File: src/rtl/pipeline_pkg.sv
// Shared pipeline constants and the fetch-stage state encoding.
// The fetch unit and its bench import this package.
package pipeline_pkg;

  localparam int XLEN = 64;
  localparam int ILEN = 32;

  // Canonical bubble: addi x0, x0, 0
  localparam logic [31:0] NOP_INSTR = 32'h0000_0013;

  localparam logic [63:0] RESET_PC_DEFAULT = 64'h0;

  typedef enum logic [2:0] {
    IDLE  = 3'd0,
    REQ   = 3'd1,
    WAIT  = 3'd2,
    DRAIN = 3'd3,
    HOLD  = 3'd4
  } fetch_state_t;

endpackage

File: src/rtl/instruction_fetch_unit.sv
// IF-stage producer: owns the fetch PC, runs one outstanding req/gnt/rvalid
// transaction at a time and presents {pc, instruction, valid} to IF/ID.
module instruction_fetch_unit
  import pipeline_pkg::*;
#(
  parameter int               XLEN     = pipeline_pkg::XLEN,
  parameter int               ILEN     = pipeline_pkg::ILEN,
  parameter logic [XLEN-1:0]  RESET_PC = XLEN'(pipeline_pkg::RESET_PC_DEFAULT)
) (
  input  logic            clk,
  input  logic            rst_n,
  input  logic            pc_write,
  input  logic            redirect,
  input  logic [XLEN-1:0] redirect_pc,
  output logic            imem_req,
  output logic [XLEN-1:0] imem_addr,
  input  logic            imem_gnt,
  input  logic            imem_rvalid,
  input  logic [ILEN-1:0] imem_rdata,
  output logic [XLEN-1:0] pc_out,
  output logic [ILEN-1:0] instruction,
  output logic            fetch_valid
);

  localparam logic [ILEN-1:0] NOP = ILEN'(NOP_INSTR);

  fetch_state_t    state, state_next;
  logic [XLEN-1:0] fetch_pc, fetch_pc_next;
  logic [ILEN-1:0] inst_buf, inst_buf_next;
  logic [XLEN-1:0] redirect_target;

  assign redirect_target = {redirect_pc[XLEN-1:2], 2'b00};

  always_ff @(posedge clk or negedge rst_n) begin
    if (!rst_n) begin
      state    <= IDLE;
      fetch_pc <= RESET_PC;
      inst_buf <= NOP;
    end else begin
      state    <= state_next;
      fetch_pc <= fetch_pc_next;
      inst_buf <= inst_buf_next;
    end
  end

  // Redirect is checked first in every state so it always wins over consume.
  always_comb begin
    state_next    = state;
    fetch_pc_next = fetch_pc;
    inst_buf_next = inst_buf;

    case (state)
      IDLE: begin
        state_next = REQ;
        if (redirect) fetch_pc_next = redirect_target;
      end

      REQ: begin
        if (redirect) begin
          fetch_pc_next = redirect_target;
          // A granted request still owes us one response, which is now stale.
          state_next    = imem_gnt ? DRAIN : REQ;
        end else if (imem_gnt) begin
          state_next = WAIT;
        end
      end

      WAIT: begin
        if (redirect) begin
          fetch_pc_next = redirect_target;
          state_next    = imem_rvalid ? REQ : DRAIN;
        end else if (imem_rvalid) begin
          inst_buf_next = imem_rdata;
          state_next    = HOLD;
        end
      end

      HOLD: begin
        if (redirect) begin
          fetch_pc_next = redirect_target;
          state_next    = REQ;
        end else if (pc_write) begin
          fetch_pc_next = fetch_pc + XLEN'(4);
          state_next    = REQ;
        end
      end

      DRAIN: begin
        if (redirect) fetch_pc_next = redirect_target;
        if (imem_rvalid) state_next = REQ;
      end

      default: begin
        state_next = IDLE;
      end
    endcase
  end

  assign imem_req    = (state == REQ);
  assign imem_addr   = fetch_pc;
  assign pc_out      = fetch_pc;
  assign fetch_valid = (state == HOLD);
  assign instruction = fetch_valid ? inst_buf : NOP;

`ifndef SYNTHESIS
  // Memory may only answer while a granted request is outstanding.
  rvalid_only_when_outstanding: assert property (
    @(posedge clk) disable iff (!rst_n)
      imem_rvalid |-> (state == WAIT || state == DRAIN)
  );
`endif

endmodule

File: config.mk
export PLATFORM = sky130hd
export DESIGN_NAME = instruction_fetch_unit
export DESIGN_NICKNAME = d
export VERILOG_FILES = /design/src/rtl/pipeline_pkg.sv /design/src/rtl/instruction_fetch_unit.sv
export SDC_FILE = /design/constraint.sdc
export NUM_CORES = 1
export LEC_CHECK = 0
export ABC_AREA = 1
export BUFFER_PORTS_ARGS = -buffer_cell sky130_fd_sc_hd__buf_2
export CAP_MARGIN = 20
export CORE_ASPECT_RATIO = 0.75
export CORE_MARGIN = 1.5
export CORE_UTILIZATION = 45
export DETAILED_ROUTE_END_ITERATION = 7
export GPL_TIMING_DRIVEN = 0
export PLACE_DENSITY_LB_ADDON = 0.3
export RECOVER_POWER = 100
export SLEW_MARGIN = 5
export SYNTH_ARGS = -nofsm -noshare
export SYNTH_HDL_FRONTEND = slang
export SYNTH_SLANG_ARGS = --single-unit
export TNS_END_PERCENT = 100
File: constraint.sdc
create_clock -name clk -period 1.9 [get_ports clk]
set_input_delay 0.38 -clock clk [delete_from_list [all_inputs] [get_ports clk]]
set_output_delay 0.38 -clock clk [all_outputs]
set_load 0.02 [all_outputs]
==> results of run 1 <==
-- timing repair --
item,in CTS,in global routing
setup buffers,7,6
gates resized for setup,65,108
hold endpoints to repair,4,0
hold buffers,1,0
pin swaps,5,8
endpoints found under the setup margin,48,78
-- layout by cell type (no fill, tap or decap), types with 15 or more instances in the layout --
cell type,Yosys,routed
a21oi_1,64,64
buf_2,14,237
buf_4,71,102
buf_6,4,20
dfrtp_1,94,79
dfrtp_2,0,15
inv_1,136,133
nand2_1,325,319
nand2_2,12,18
nand3_1,73,72
nor2_1,233,195
nor2_2,19,35
nor2_4,7,29
o21ai_0,41,41
-- state kept, by name (all words and copies together) (netlist names) --
| signal | count |
|---|---|
| inst_buf | 32 |
| imem_addr | 62 |
| state | 3 |
-- kinds of logic (layout without fill, tap and decap cells) --
logic type                 after synthesis  after routing  share of synthesized area (%)
DFF                                     97             97                           32.5
adders and majority gates                1              1                          0.167
and+or+nand+nor                        700            700                           39.6
buffers and inverters                  244            532                           16.4
other                                    1              4                         0.0501
muxes                                    3              3                          0.451
AOI/OAI and AO/OA                      139            139                           10.0
xor gates and xnor gates                 7              7                          0.819
-- worst max-delay path, stage by stage (launching register included) --
cell and delay (ps):
dfrtp_1 390, inv_2 70, nand2_2 70, nor2_4 120, inv_4 70, buf_8 130
buf_12 140, nor2_4 100, buf_6 110
-- report_power, final --
part,switching [mW],internal (mW),total (mW)
combinational,2.35,1.43,3.77
clock,0.895,1.20,2.10
sequential,0.653,2.67,3.32
-- path summary, 6_finish.rpt --
kind,startpoint,to,cells after the start
max,state[0],instruction[5],8
min,imem_rdata[22],inst_buf[22],3
max reg2reg,imem_addr[18],imem_addr[56],10
min reg2reg,inst_buf[13],inst_buf[13],2
max in group asynchronous,rst_n,inst_buf[1],3
min in group asynchronous,rst_n,inst_buf[21],2
-- through the flow --
stage / utilization, % / instances / hold WS, ps / setup WS [ps] / setup TNS [ps]
after floorplan: - / 1195 / 84.4 / 123 / 0
after global placement: 56.0 / 1662 / 494 / -605 / -59480
after detailed placement: 56.1 / 1663 / 380 / -233 / -3140
after CTS: 59.6 / 1687 / 246 / -66.9 / -730
after global routing: 61.5 / 1693 / 262 / -118 / -2560
final: 61.5 / 1693 / 256 / -51.5 / -338
-- routing by layer --
| metal | global-route usage, % | up-vias |
|---|---|---|
| met5 | 0 | - |
| met4 | 8.28 | 0 |
| met3 | 8.89 | 51 |
| met2 | 48.3 | 537 |
| met1 | 45.4 | 4134 |
| li1 | - | 4226 |
-- cell type report --
class,count,area share [%]
sequential,97,24.6
multi-input combinational,854,41.0
clock buffer,11,2.44
clock inverter,5,0.855
buffer,103,7.35
timing repair buffer,272,15.7
tap,210,2.64
inverter,141,5.36
==> impl_metrics.py, run 1 <==
metrics = {
    "synth": {
        "synthArstFlopShare_pct": 100,
        "yosysTopAreaCellShare_pct": 31.4,
        "synth.area.top_cells": "dfrtp_1 (31%), nand2_1 (16%), nor2_1 (12%), buf_4 (7.1%), inv_1 (6.8%)",
        "yosysTopAreaCell": "dfrtp_1",
        "synth.avg_cell_area_um2": 6.28,
        "synth-seq-area-share_pct": 32.5,
        "yosysUniqueCellTypes": 38,
        "syn_inst": 1192,
        "yosysMostFrequentCell": "nand2_1",
        "synth.cell_area_um2": 7480,
        "ys.flop_type": "dfrtp_1",
        "synth_edf_count": 0,
        "synth_common_cells": "nand2_1 (325), nor2_1 (233), inv_1 (136), dfrtp_1 (94), nand3_1 (73)",
        "yosysWarningCount": 0,
        "ys_seq_elements": 97,
    },
    "floorplan": {
        "floorplan.die_area_um2": 17400,
        "rows": 40,
        "core-area_um2": 16200,
        "start_util_pct": 46.3,
        "die_h_um": 115,
        "die_w_um": 152,
        "io_pins": 264,
    },
    "power": {
        "total_power_mw": 9.19,
        "ir_worst_vdd_mv": 0.534,
        "powerDensity_nw_per_um2": 924,
        "power_leakage_nw": 5.23,
    },
    "timing": {
        "fin_crit_ps": 1950,
        "rsz0062_at_grt": "true",
        "fin_worst_skew_ps": 9.48,
        "setup_ws_ps": -51.5,
        "period_share_pct": 103,
        "setup_viol": 11,
        "finalMaxSlewViolations": 0,
        "max_freq_mhz": 512,
        "slew_headroom_pct": 36.8,
        "tightestPinTransition_ps": 948,
        "finalHoldViolations": 0,
    },
    "worst_setup_path": {
        "path_max_fanout": 6,
        "critPathCaptureType": "primary output",
        "worstPathRequired_ps": 1520,
        "critPathKind": "reg2out",
        "arrival_ps": 1570,
        "regToRegSetupSlack_ps": 20,
        "cp-start-kind": "register",
    },
    "clock_network": {
        "cts-buffers-inserted": 9,
        "cts_root_buf": "clkbuf_16",
        "htreeDepth": 3,
        "clk-insertion-delay-late_ps": 370,
        "cts.sinks": 97,
        "cts_tree": "yes",
        "ctsLongestPathBuffers": 2,
        "clk_pin_slew_ps": 70,
    },
    "drt": {
        "topRoutingLayerUsed": "met4",
        "first_pass_iters": 6,
        "vias_per_cell": 5.29,
        "wire_per_inst_um": 17.0,
        "dr_wl_met3_um": 3430,
        "ant_nets": 0,
        "drt_iter0_markers": 962,
        "drc": 0,
        "wl_met1_um": 12500,
        "dr_wl_met2_um": 12300,
        "dr_total_vias": 8948,
        "drt-total-wl_um": 28800,
    },
    "final_layout": {
        "drive_gt1_share_pct": 34.1,
        "layout.nets": 1581,
        "design_area_um2": 9950,
        "antennaDiodeCount": 0,
        "area_growth_pct": 32.9,
        "regArea_um2": 2450,
        "fillers": 1602,
        "multi_input_area_um2": 4080,
    },
    "job": {
        "max_cap_violations": 0,
    },
    "placement": {
        "dp_hpwl_um": 21900,
        "io_buffers": 257,
        "gp_congestion": 0.979,
        "place_area_um2": 9070,
    },
    "grt": {
        "antenna_found_initial": 0,
        "grt_usage_pct": 32.1,
        "grt_max_degree": 63,
        "grt_pass1_vias": 7893,
        "overflow": 0,
        "grt_pass1_wl_um": 43000,
    },
    "status": {
        "outcome": "complete, but fails checks",
        "violations": "negative setup slack",
    },
    "hold_path": {
        "hp-class": "in2reg",
    },
}
Note: power is estimated with default switching activity, not from simulation.
==> run 2, diff against run 1 <==
Settings changed: CELL_PAD_IN_SITES_DETAIL_PLACEMENT set to 1, CELL_PAD_IN_SITES_GLOBAL_PLACEMENT set to 1, CORE_UTILIZATION 45 to 34.
==> impl_metrics.py, run 2 (synthesized netlist as in run 1, its figures left out) <==
metrics = {
    "timing": {
        "finalMaxSlewViolations": 0,
        "max_freq_mhz": 492,
        "fin_worst_skew_ps": 9.94,
        "holdWs_ps": 180,
        "tightestPinTransition_ps": 1040,
        "setup_viol": 33,
        "setup_ws_ps": -131,
        "slew_headroom_pct": 30.5,
        "rsz0062_at_grt": "true",
        "tns_ps": -2510,
        "period_share_pct": 107,
        "fin_crit_ps": 2030,
        "finalHoldViolations": 0,
    },
    "power": {
        "seqPwrFrac_pct": 35.6,
        "p_clk_share_pct": 20.6,
        "internal_power_mw": 5.17,
        "power_switching_mw": 4.29,
        "powerDensity_nw_per_um2": 919,
        "total_power_mw": 9.46,
        "sw_frac_of_total_pct": 45.4,
        "ir_worst_vdd_mv": 0.493,
        "power_leakage_nw": 5.29,
        "pwr-share-comb_pct": 43.8,
    },
    "status": {
        "outcome": "complete, but fails checks",
        "violations": "negative setup slack",
    },
    "placement": {
        "dp_hpwl_um": 25800,
        "io_buffers": 257,
        "place_area_um2": 9170,
        "place_inst": 1741,
        "gp_congestion": 0.940,
        "post-place-ws_ps": -348,
    },
    "drt": {
        "dr_wl_met2_um": 15500,
        "dr_total_vias": 9158,
        "drt_iter0_markers": 689,
        "vias_per_cell": 5.14,
        "ant_nets": 0,
        "wire_per_inst_um": 19.5,
        "drc": 0,
        "wl_met1_um": 15800,
        "dr_wl_met3_um": 2550,
        "first_pass_iters": 5,
        "topRoutingLayerUsed": "met4",
        "drt-total-wl_um": 34700,
    },
    "final_layout": {
        "design_area_um2": 10300,
        "final_common_cell": "nand2_1",
        "largest_reg_flops": 62,
        "drive_gt1_share_pct": 37.9,
        "antennaDiodeCount": 0,
        "multi_input_area_um2": 4210,
        "final_cell_mix": "nand2_1 (314), buf_2 (234), nor2_1 (187)",
        "area_growth_pct": 37.6,
        "fin_util_pct": 48.2,
        "regArea_um2": 2480,
        "layout.nets": 1591,
        "fillers": 2896,
        "instances_no_fill": 1781,
    },
    "clock_network": {
        "cts_root_buf": "clkbuf_16",
        "cts_tree": "yes",
        "clk_pin_slew_ps": 80,
        "htreeDepth": 3,
        "cts-buffers-inserted": 9,
        "clk-insertion-delay-late_ps": 380,
        "cts.sinks": 97,
        "ctsLongestPathBuffers": 2,
    },
    "worst_setup_path": {
        "cp_common_cell": "nor2_4",
        "r2r-start": "imem_addr[2]",
        "crit_path_max_incr_delay_ps": 430,
        "path_max_fanout": 5,
        "worstPathRequired_ps": 1520,
        "reg2regPathDepth": 10,
        "crit_chain": "inv_2, nand2_4, nor2_4, inv_4, buf_8, buf_4, nor2_4, buf_6",
        "critPathCaptureType": "primary output",
        "crit_path_top_delay_cell": "dfrtp_1",
        "critPathLaunch": "state[1]",
        "endpoint": "instruction[5]",
        "cp-start-kind": "register",
        "r2r-end": "imem_addr[24]",
        "arrival_ps": 1650,
        "regToRegSetupSlack_ps": 10,
        "critPathKind": "reg2out",
    },
    "floorplan": {
        "core-area_um2": 21400,
        "io_pins": 264,
        "die_h_um": 131,
        "start_util_pct": 35.1,
        "die_w_um": 174,
        "rows": 46,
        "floorplan.die_area_um2": 22900,
    },
    "grt": {
        "antenna_found_initial": 0,
        "grt_pass1_vias": 9047,
        "grt_max_degree": 61,
        "grt_usage_pct": 28.9,
        "overflow": 0,
        "grt_pass1_wl_um": 51000,
    },
    "hold_path": {
        "hp-class": "in2async",
    },
    "job": {
        "max_cap_violations": 0,
    },
}
[run 2: cell count changes in the layout (fill, tap and decap cells not counted), sizes merged]
cell | previous run | this run
clkinv | 1 | 5
dlygate4sd3 | 1 | 0
buf | 362 | 372
bufinv | 2 | 0
clkbuf | 23 | 22
[run 2: cell type report]
type                       count  area share (%)
inverter                     141            5.21
tap                          288            3.50
multi-input combinational    854            40.8
clock inverter                 7           0.717
clock buffer                   9            2.19
sequential                    97            24.1
timing repair buffer         282            16.2
buffer                       103            7.27
[run 2: layer usage]
layer | track usage (%) | vias to the layer above
met1 | 40.6 | 4470
met5 | 0 | -
met4 | 7.95 | 0
met2 | 44.6 | 390
met3 | 6.11 | 61
li1 | - | 4237
[run 2: what timing repair did]
action,in CTS,in global routing
gates resized for setup,89,146
buffers inserted,13,11
hold buffers,0,0
endpoints found under the setup margin,72,99
pin swaps,4,8
[run 2: worst min-delay path by stage]
stage                                to  cells after the start
after floorplan           imem_addr[10]                      0
after global placement      inst_buf[7]                      2
after detailed placement  imem_addr[10]                      1
after CTS                 imem_addr[10]                      1
after global routing        inst_buf[4]                      2
final                     imem_addr[14]                      1
[run 2: power groups by stage]
stage	Clock, mW	Sequential, mW	Combinational (mW)
4_1_cts	1.97	3.31	3.74
6_report	1.95	3.37	4.14
3_3_place_gp	0	3.31	3.43
2_1_floorplan	0	3.39	2.14
5_1_grt	2.03	3.43	4.48
3_5_place_dp	0	3.34	3.54
[run 2: critical path, delay by kind of cell (launching register included)]
family,cells,cell delay [ps]
buffers and inverters,5,580
DFF,1,430
and+or+nand+nor,3,280
==> run 3, diff against run 2 <==
Settings changed: CORE_ASPECT_RATIO 0.75 to not set, PLACE_DENSITY set to 0.82, PLACE_DENSITY_LB_ADDON 0.3 to not set.
==> impl_metrics.py, run 3 (synthesized netlist as in run 1, its figures left out) <==
metrics = {
    "status": {
        "outcome": "complete, but fails checks",
        "violations": "negative setup slack",
    },
    "grt": {
        "antenna_found_initial": 2,
        "overflow": 0,
        "grt_pass1_vias": 9012,
        "grt_max_degree": 63,
        "grt_usage_pct": 28.7,
        "grt_pass1_wl_um": 49300,
    },
    "worst_setup_path": {
        "regToRegSetupSlack_ps": -20,
        "path_max_fanout": 5,
        "critPathKind": "reg2out",
        "cp-start-kind": "register",
        "worstPathRequired_ps": 1520,
        "arrival_ps": 1610,
        "critPathCaptureType": "primary output",
    },
    "timing": {
        "finalMaxSlewViolations": 0,
        "setup_viol": 27,
        "finalHoldViolations": 0,
        "rsz0062_at_grt": "true",
        "period_share_pct": 105,
        "slew_headroom_pct": 36.5,
        "tightestPinTransition_ps": 952,
        "tns_ps": -1590,
        "fin_worst_skew_ps": 17.4,
        "fin_crit_ps": 1990,
        "holdWs_ps": 237,
        "max_freq_mhz": 502,
        "setup_ws_ps": -90.5,
    },
    "drt": {
        "dr_total_vias": 9109,
        "drc": 0,
        "vias_per_cell": 5.13,
        "wire_per_inst_um": 19.3,
        "drt_iter0_markers": 462,
        "ant_nets": 0,
        "first_pass_iters": 5,
        "drt-total-wl_um": 34300,
    },
    "final_layout": {
        "largest_reg_flops": 62,
        "design_area_um2": 10400,
        "layout.nets": 1592,
        "final_cell_mix": "nand2_1 (317), buf_2 (235), nor2_1 (192)",
        "drive_gt1_share_pct": 36.9,
        "area_growth_pct": 38.4,
        "final_common_cell": "nand2_1",
        "fin_util_pct": 47.8,
    },
    "clock_network": {
        "cts-buffers-inserted": 9,
        "cts.sinks": 97,
        "clk_pin_slew_ps": 90,
        "cts_tree": "yes",
        "clk-insertion-delay-late_ps": 370,
        "ctsLongestPathBuffers": 2,
        "htreeDepth": 3,
        "cts_root_buf": "clkbuf_16",
    },
    "floorplan": {
        "die_h_um": 151,
        "io_pins": 264,
        "die_w_um": 151,
        "start_util_pct": 34.5,
        "rows": 54,
        "core-area_um2": 21700,
        "floorplan.die_area_um2": 22900,
    },
    "placement": {
        "dp_hpwl_um": 25200,
        "gp_congestion": 0.948,
        "io_buffers": 257,
        "place_area_um2": 9160,
    },
    "power": {
        "ir_worst_vdd_mv": 0.585,
        "internal_power_mw": 5.25,
        "power_leakage_nw": 5.32,
        "seqPwrFrac_pct": 35.4,
        "p_clk_share_pct": 22.1,
        "sw_frac_of_total_pct": 44.7,
        "pwr-share-comb_pct": 42.6,
        "powerDensity_nw_per_um2": 917,
        "power_switching_mw": 4.24,
    },
    "job": {
        "max_cap_violations": 0,
    },
    "hold_path": {
        "hp-class": "in2reg",
    },
}
==> run 3: cell count changes in the layout (fill, tap and decap cells not counted), moves of 3 or more <==
cell and change:
nand2_1 +3, a21oi_2 -3, nand2_2 -3, a21oi_1 +3, buf_6 +3, nor2_2 -14, nor2_4 +9, buf_4 -7
clkbuf_16 +3, nor2_1 +5
==> run 3: cell type report <==
cell class,count,area (um^2)
fillers,2906,11300
multi-input cells,854,4190
flip-flops and latches,97,2480
repair buffers,283,1700
plain buffers,103,764
inverters,141,533
well taps,280,350
clock buffers,9,225
clock inverters,7,108
diodes,1,2.50
==> run 3: worst max-delay path: stages (launching register included) <==
cell and delay, ps:
dfrtp_1 400, inv_2 80, nand2_4 60, nor2_4 110, inv_4 70, buf_6 130, clkbuf_16 160, nor2_4 100
buf_6 120
==> run 3: worst paths after layout <==
kind | startpoint | endpoint | cells past startpoint
max reg2reg | state[2] | imem_addr[51] | 8
max in group asynchronous | rst_n | imem_addr[45] | 3
min reg2reg | inst_buf[6] | inst_buf[6] | 2
min | imem_rdata[0] | inst_buf[0] | 2
min in group asynchronous | rst_n | imem_addr[19] | 2
max | state[1] | instruction[14] | 8
==> run 3: stage by stage <==
step / total power [mW] / cells / worst slack [ps]
after global routing: 10.0 / 1774 / -158
after CTS: 9.19 / 1762 / -108
after detailed placement: 6.87 / 1733 / -392
after floorplan: 5.53 / 1195 / 123
final: 9.49 / 1775 / -90.5
after global placement: 6.73 / 1732 / -669
==> run 3: routing by layer <==
layer	vias to the layer above	wire length (um)	GRT usage, %
met5	-	0	0
met4	0	1330	12.7
met3	78	2350	4.79
met2	372	16700	49.3
met1	4422	13900	35.2
li1	4237	-	-
==> run 3: power by group through the flow <==
stage	registers [mW]	clock network (mW)	logic, mW
floorplan	3.39	0	2.14
global placement	3.31	0	3.42
detailed placement	3.34	0	3.53
CTS	3.30	2.11	3.78
global route	3.43	2.20	4.41
finish	3.36	2.09	4.04
==> run 3: timing repair <==
item | in CTS | in global routing
buffers inserted | 10 | 12
resized for setup | 123 | 100
hold endpoints to repair | 13 | 0
hold buffers | 1 | 0
endpoints found under the setup margin | 65 | 98
gates cloned | 2 | 0
pin swaps | 3 | 7
